## src/rtl/uart_config_sequencer.sv

```systemverilog
// uart_config_sequencer: turns a stream of UART RX bytes into single-cycle
// writes on the config register port, then answers each command with an
// ACK/NAK byte on the TX path.
//
// Command: header 101xxaaa (aaa = address), then VALUE_BYTES value bytes,
// least significant byte first. Addresses 6 and 7 are reserved and are NAKed.
//
// Optional build macro UART_CFG_CHECKSUM_EN: one extra byte follows the
// value bytes and must equal the XOR of the header and all value bytes.
//
// state   | meaning
// IDLE    | waiting for a header byte
// COLLECT | shifting in value bytes, inter-byte timeout running
// CHECK   | waiting for the checksum byte (checksum build only)
// COMMIT  | store pending until the transmitter is idle
// ACK     | response byte offered until ack_ready
module uart_config_sequencer #(
    parameter int COUNTER_WIDTH = 24,
    parameter int TIMEOUT       = 1000000
) (
    input  logic                     clk,
    input  logic                     rst,
    input  logic [7:0]               rx_data,
    input  logic                     rx_valid,
    input  logic                     tx_busy,
    output logic [2:0]               cfg_address,
    output logic [COUNTER_WIDTH-1:0] cfg_value,
    output logic                     cfg_store,
    output logic [7:0]               ack_data,
    output logic                     ack_valid,
    input  logic                     ack_ready,
    output logic                     error
);

    localparam int VALUE_BYTES = (COUNTER_WIDTH + 7) / 8;
    localparam int TW          = $clog2(TIMEOUT);
    localparam logic [TW-1:0] TMO_LAST = TW'(TIMEOUT - 1);
    localparam logic [2:0]    VB_LAST  = 3'(VALUE_BYTES - 1);

`ifdef UART_CFG_CHECKSUM_EN
    typedef enum logic [2:0] {S_IDLE, S_COLLECT, S_CHECK, S_COMMIT, S_ACK} state_t;
`else
    typedef enum logic [2:0] {S_IDLE, S_COLLECT, S_COMMIT, S_ACK} state_t;
`endif

    state_t                   state_q;
    logic [2:0]               addr_q;
    logic [COUNTER_WIDTH-1:0] buf_q;
    logic [COUNTER_WIDTH-1:0] buf_d;
    logic [2:0]               byte_cnt_q;
    logic [TW-1:0]            tmo_q;
    logic [2:0]               cfg_address_q;
    logic [COUNTER_WIDTH-1:0] cfg_value_q;
    logic [7:0]               ack_data_q;
    logic                     ack_valid_q;
    logic                     error_q;
    logic                     reserved;
    logic                     store_now;
`ifdef UART_CFG_CHECKSUM_EN
    logic [7:0]               csum_q;
`endif

    // The strobe must appear in the very cycle COMMIT sees the transmitter
    // idle, so strobe and the address/value it carries bypass the held copies.
    assign reserved    = (addr_q[2:1] == 2'b11);
    assign store_now   = (state_q == S_COMMIT) && !reserved && !tx_busy;
    assign cfg_store   = store_now;
    assign cfg_address = store_now ? addr_q : cfg_address_q;
    assign cfg_value   = store_now ? buf_q  : cfg_value_q;
    assign ack_data    = ack_data_q;
    assign ack_valid   = ack_valid_q;
    assign error       = error_q;

    // Drop the incoming byte into lane byte_cnt_q; lanes past the top are discarded.
    always_comb begin
        buf_d = buf_q;
        for (int i = 0; i < COUNTER_WIDTH; i++) begin
            if ((i / 8) == int'(byte_cnt_q)) begin
                buf_d[i] = rx_data[i % 8];
            end
        end
    end

    // Command sequencing FSM with registered response and error outputs.
    always_ff @(posedge clk) begin
        if (rst) begin
            state_q       <= S_IDLE;
            addr_q        <= '0;
            buf_q         <= '0;
            byte_cnt_q    <= '0;
            tmo_q         <= '0;
            cfg_address_q <= '0;
            cfg_value_q   <= '0;
            ack_data_q    <= '0;
            ack_valid_q   <= 1'b0;
            error_q       <= 1'b0;
`ifdef UART_CFG_CHECKSUM_EN
            csum_q        <= '0;
`endif
        end else begin
            error_q <= 1'b0;
            unique case (state_q)
                S_IDLE: begin
                    if (rx_valid) begin
                        if (rx_data[7:5] == 3'b101) begin
                            addr_q     <= rx_data[2:0];
                            buf_q      <= '0;
                            byte_cnt_q <= '0;
                            tmo_q      <= '0;
`ifdef UART_CFG_CHECKSUM_EN
                            csum_q     <= rx_data;
`endif
                            state_q    <= S_COLLECT;
                        end else begin
                            error_q <= 1'b1;
                        end
                    end
                end
                S_COLLECT: begin
                    if (rx_valid) begin
                        buf_q      <= buf_d;
                        tmo_q      <= '0;
                        byte_cnt_q <= byte_cnt_q + 3'd1;
`ifdef UART_CFG_CHECKSUM_EN
                        csum_q     <= csum_q ^ rx_data;
                        if (byte_cnt_q == VB_LAST) state_q <= S_CHECK;
`else
                        if (byte_cnt_q == VB_LAST) state_q <= S_COMMIT;
`endif
                    end else if (tmo_q == TMO_LAST) begin
                        error_q <= 1'b1;
                        state_q <= S_IDLE;
                    end else begin
                        tmo_q <= tmo_q + 1'b1;
                    end
                end
`ifdef UART_CFG_CHECKSUM_EN
                S_CHECK: begin
                    if (rx_valid) begin
                        if (rx_data == csum_q) begin
                            state_q <= S_COMMIT;
                        end else begin
                            ack_data_q  <= {5'b11000, addr_q};
                            ack_valid_q <= 1'b1;
                            error_q     <= 1'b1;
                            state_q     <= S_ACK;
                        end
                    end else if (tmo_q == TMO_LAST) begin
                        error_q <= 1'b1;
                        state_q <= S_IDLE;
                    end else begin
                        tmo_q <= tmo_q + 1'b1;
                    end
                end
`endif
                S_COMMIT: begin
                    if (rx_valid) error_q <= 1'b1;
                    if (reserved) begin
                        ack_data_q  <= {5'b11100, addr_q};
                        ack_valid_q <= 1'b1;
                        state_q     <= S_ACK;
                    end else if (!tx_busy) begin
                        cfg_address_q <= addr_q;
                        cfg_value_q   <= buf_q;
                        ack_data_q    <= {5'b10100, addr_q};
                        ack_valid_q   <= 1'b1;
                        state_q       <= S_ACK;
                    end
                end
                S_ACK: begin
                    if (rx_valid) error_q <= 1'b1;
                    if (ack_ready) begin
                        ack_valid_q <= 1'b0;
                        state_q     <= S_IDLE;
                    end
                end
                default: state_q <= S_IDLE;
            endcase
        end
    end

endmodule
```

## config.mk

```make
export PLATFORM = sky130hd
export DESIGN_NAME = uart_config_sequencer
export DESIGN_NICKNAME = d
export VERILOG_FILES = /design/src/rtl/uart_config_sequencer.sv
export SDC_FILE = /design/constraint.sdc
export NUM_CORES = 1
export LEC_CHECK = 0
export CAP_MARGIN = 20
export CORE_MARGIN = 1
export CORE_UTILIZATION = 55
export CTS_CLUSTER_DIAMETER = 40
export DETAILED_ROUTE_END_ITERATION = 8
export PLACE_DENSITY = 0.8
export SYNTH_ARGS = -nofsm -noshare
export SYNTH_HDL_FRONTEND = slang
export SYNTH_SLANG_ARGS = --single-unit
```

## constraint.sdc

```tcl
create_clock -name clk -period 1.9 [get_ports clk]
set_input_delay 0.19 -clock clk [delete_from_list [all_inputs] [get_ports clk]]
set_output_delay 0.19 -clock clk [all_outputs]
set_load 0.005 [all_outputs]
```

==> summary by stage <==
STA
After layout, the worst setup slack is -13.0 ps. The clock skew after layout is 12.0 ps. For this run, the top clock speed supported by timing is 0.523 GHz. The number of max-slew violations in the final report is 0. After layout, the worst path uses 101% of the clock period. The smallest clock period supported by the final layout is computed as 1910 ps. Setup repair after global routing could not meet its margin everywhere. The post-route setup TNS is -41.3 ps. The total count of hold-check failures in the final report is 0. The count of final setup violators is 5.

Yosys
Counting flops and latches in the post-synthesis netlist gives 86. After synthesis the cells add up to 0.00382 sq mm. The dominant register cell in the synthesized netlist is sky130_fd_sc_hd__dfxtp_1. In the synthesized netlist, mux cells make up 15.3% of the area. The count of yosys warnings during synthesis is 0.

By count the netlist is led by 86 x sky130_fd_sc_hd__dfxtp_1, 48 x sky130_fd_sc_hd__nor2_1, 31 x sky130_fd_sc_hd__nor2b_1, 29 x sky130_fd_sc_hd__a21oi_1, 28 x sky130_fd_sc_hd__mux2i_1. The library cell occupying the most area in the post-synthesis netlist is sky130_fd_sc_hd__dfxtp_1. Of the synthesized area, sequential elements account for 45.1%. The post-synthesis async set-or-reset flop share is 0%. The count of unique library cells instantiated by Yosys is 54. Summing the areas of all and, or, nand and nor instances in the mapped netlist gives 23.6% of the synthesized area. The most common cell in the synthesized netlist is sky130_fd_sc_hd__dfxtp_1. The area share of the largest cell type after synthesis is 45.1%. The area fraction in compound gates after synthesis is 9.95%. Counting every instance in the synthesized netlist gives 408. The fraction of the mapped netlist area in adder cells is 1.64%. Ranked by total cell area, the synthesized netlist is headed by sky130_fd_sc_hd__dfxtp_1 45%, sky130_fd_sc_hd__mux2_2 7.4%, sky130_fd_sc_hd__mux2i_1 7.3%. In this run, synthesis inferred 0 flip-flops with an integrated enable. Each instance of the synthesized netlist takes up on average 9.37 sq um.

The xor and xnor area share after synthesis is 0.458%. The dominant combinational cell family by area after synthesis is simple AND/OR/NAND/NOR gates.

Setup path
The critical path goes through nand2b_4 > nor2_4 > nand2_4 > buf_6 > buf_8 > mux2_4 > buf_6. STA classifies the critical path startpoint as a register. The highest cell delay on the worst timing path is 320 ps. The required time of the critical path is 1710 ps.

The most used cell along the critical path is sky130_fd_sc_hd__buf_6. The worst-path maximum fanout is 7. Data arrives at the worst endpoint at 1720 ps. Measured in cells, the most critical reg-to-reg path has a length of 8. The worst setup path is captured at a primary output. The worst setup path is of the reg2out kind.

The cell at the slowest stage of the critical path is sky130_fd_sc_hd__dfxtp_2.

Routing
The final routed DRC violation total is 0. The first detailed-routing pass took 4 iterations. Using the TritonRoute via totals, the vias-per-cell ratio works out to 5.63. The first-iteration detailed-routing DRC count is 140. The final layout contains routed wiring with a total length of 9.43 mm. In the final routed layout, each cell accounts on average for 16.3 um. The post-route antenna net violation count is 0. The detailed router placed 3,246 vias in this run.

Clock tree
The deepest level of the CTS H-tree is 3. The number of sinks on the clock net is 86. The clock edge transition at the registers on the reported setup and hold paths is 80 ps.

TritonCTS built the clock tree. The maximum clock path buffer count is 2. For this design, the CTS-stage hold fixing added 0 buffers. The number of buffers created by CTS is 9. CTS placed an instance of sky130_fd_sc_hd__clkbuf_8 at the clock tree root.

The later pin in the worst-skew pair is clocked with a latency of 370 ps.

Placement
Including well taps, the total number of placed cells is 543. During placement, the flow inserted port buffers numbering 48. The wire-length estimate of the detail-placed layout is 6.08 mm. The worst-case setup slack after placement is -168 ps. The congestion estimate from routability-driven global placement came to 0.823.

Pwr
Power spread over the standard cell area amounts to 692 mW/mm^2. Power comes to 3.42 mW. In this run the static leakage power is 2.19 nW. The worst-case IR drop observed on VDD is 0.000440 V.

Flow run
The tool flagged a number of max-cap violations equal to 0.

GRT
Summed over all layers, the global routing overflow is 0. The first global-routing pass estimated 15.4 mm of wire. The initial antenna violation count is 0. The via count of the first global-routing pass was 3,211.

The pin count of the biggest net entering global routing is 41. Global routing used 27.5% of the available tracks.

Layout
The antenna diode count is 0. Cells with a size suffix above 1 make up 28.4% of the layout. The net count of the finished layout is 511. Leaving out filler cells and counting taps, the final layout contains 577. Compared with the post-synthesis result, the final layout area differs by 29.5%.

Floorplanning
The die is 85.4 um wide. The total die area is 0.00728 sq mm. The number of core rows is 30. Once the floorplan was initialized, standard cells occupied 56.6% of the core.

The die is 85.4 um tall. After floorplanning, the core was sized to cover 0.00676 sq mm. The count of pins on the block boundary is 51.

Min path
The number of stages on the worst hold path is 2. The worst hold path belongs to the class in2reg.

Run status
The checks that failed: setup timing. The flow ran to the end, but the final reports show violations.
[cells by family (layout without fill, tap and decap cells)]
family / Yosys count / count (layout)
XOR/XNOR: 2 / 2
multiplexers: 55 / 55
buffers and inverters: 31 / 119
other: 1 / 2
flip-flops: 86 / 86
adder cells (fa/ha/maj): 5 / 5
AO/OA/AOI/OAI: 63 / 63
AND/OR/NAND/NOR: 165 / 165
[final timing paths]
| kind | startpoint | endpoint | slack (ps) |
|---|---|---|---|
| min | rst | ack_data[5]$_SDFFE_PP0P_ | 210 |
| min reg2reg | ack_data[6]$_SDFFE_PP0P_ | ack_data[6]$_SDFFE_PP0P_ | 500 |
| max reg2reg | tmo_q[0]$_SDFFE_PP0P_ | tmo_q[13]$_SDFFE_PP0P_ | 50 |
| max | state_q[0]$_SDFFE_PP0P_ | cfg_value[12] | -10 |
[where the power goes]
part | total [mW] | leakage, nW | switching, mW | internal (mW)
sequential | 1.81 | 0.694 | 0.00437 | 1.81
combinational | 0.187 | 1.39 | 0.101 | 0.0859
clock | 1.43 | 0.106 | 0.682 | 0.744
total | 3.42 | 2.19 | 0.787 | 2.64
[placed cells by master, fill, tap and decap left out, types with 14 or more instances in the layout]
cell type and count:
sky130_fd_sc_hd__mux2i_1 28, sky130_fd_sc_hd__nand3_1 14, sky130_fd_sc_hd__nor2_1 47, sky130_fd_sc_hd__buf_4 40, sky130_fd_sc_hd__mux2_2 18, sky130_fd_sc_hd__nor2b_1 31, sky130_fd_sc_hd__buf_6 18, sky130_fd_sc_hd__buf_2 18
sky130_fd_sc_hd__nand2_1 14, sky130_fd_sc_hd__dfxtp_1 84, sky130_fd_sc_hd__a21oi_1 29, sky130_fd_sc_hd__clkdlybuf4s50_1 19
[final cells by class]
class	instances	area [sq um]
multi-input cells	292	2030
clock inverters	6	93.8
flip-flops and latches	86	1720
clock buffers	9	124
well taps	80	100
inverters	5	18.8
repair buffers	99	853
fillers	498	1810
[metrics by stage]
step	util (%)	hold slack, ps	instance area (sq um)
floorplan	-	337	3820
global placement	67.3	463	4550
detailed placement	67.3	481	4550
CTS	73.0	198	4930
global route	73.2	215	4950
finish	73.2	211	4950
[worst max-delay path: cells and delay by family, from the launching register on]
family,cells,cell delay [ps]
buf+inv,3,390
simple gates,3,350
flops,1,320
mux,1,300
[routing by layer]
metal	global-route usage, %	part of all wire (%)
met2	46.0	48
met1	34.2	45
met5	0	0
met4	12.4	2.3
met3	5.74	4.3
[sequential cells by signal (all words and copies together), names as in the netlist]
signal / cells
cfg_value_q: 24
ack_valid: 1
cfg_address_q: 3
error: 1
buf_q: 24
tmo_q: 20
addr_q: 3
byte_cnt_q: 3
ack_data: 5
state_q: 2
[what timing repair did]
action                     in CTS  in global routing
resized for setup             142                 14
pin swaps                       2                  5
gates cloned                    2                  0
setup endpoints to repair      28                 37
buffers inserted               14                  7
Note: power is estimated with default switching activity, not from simulation.
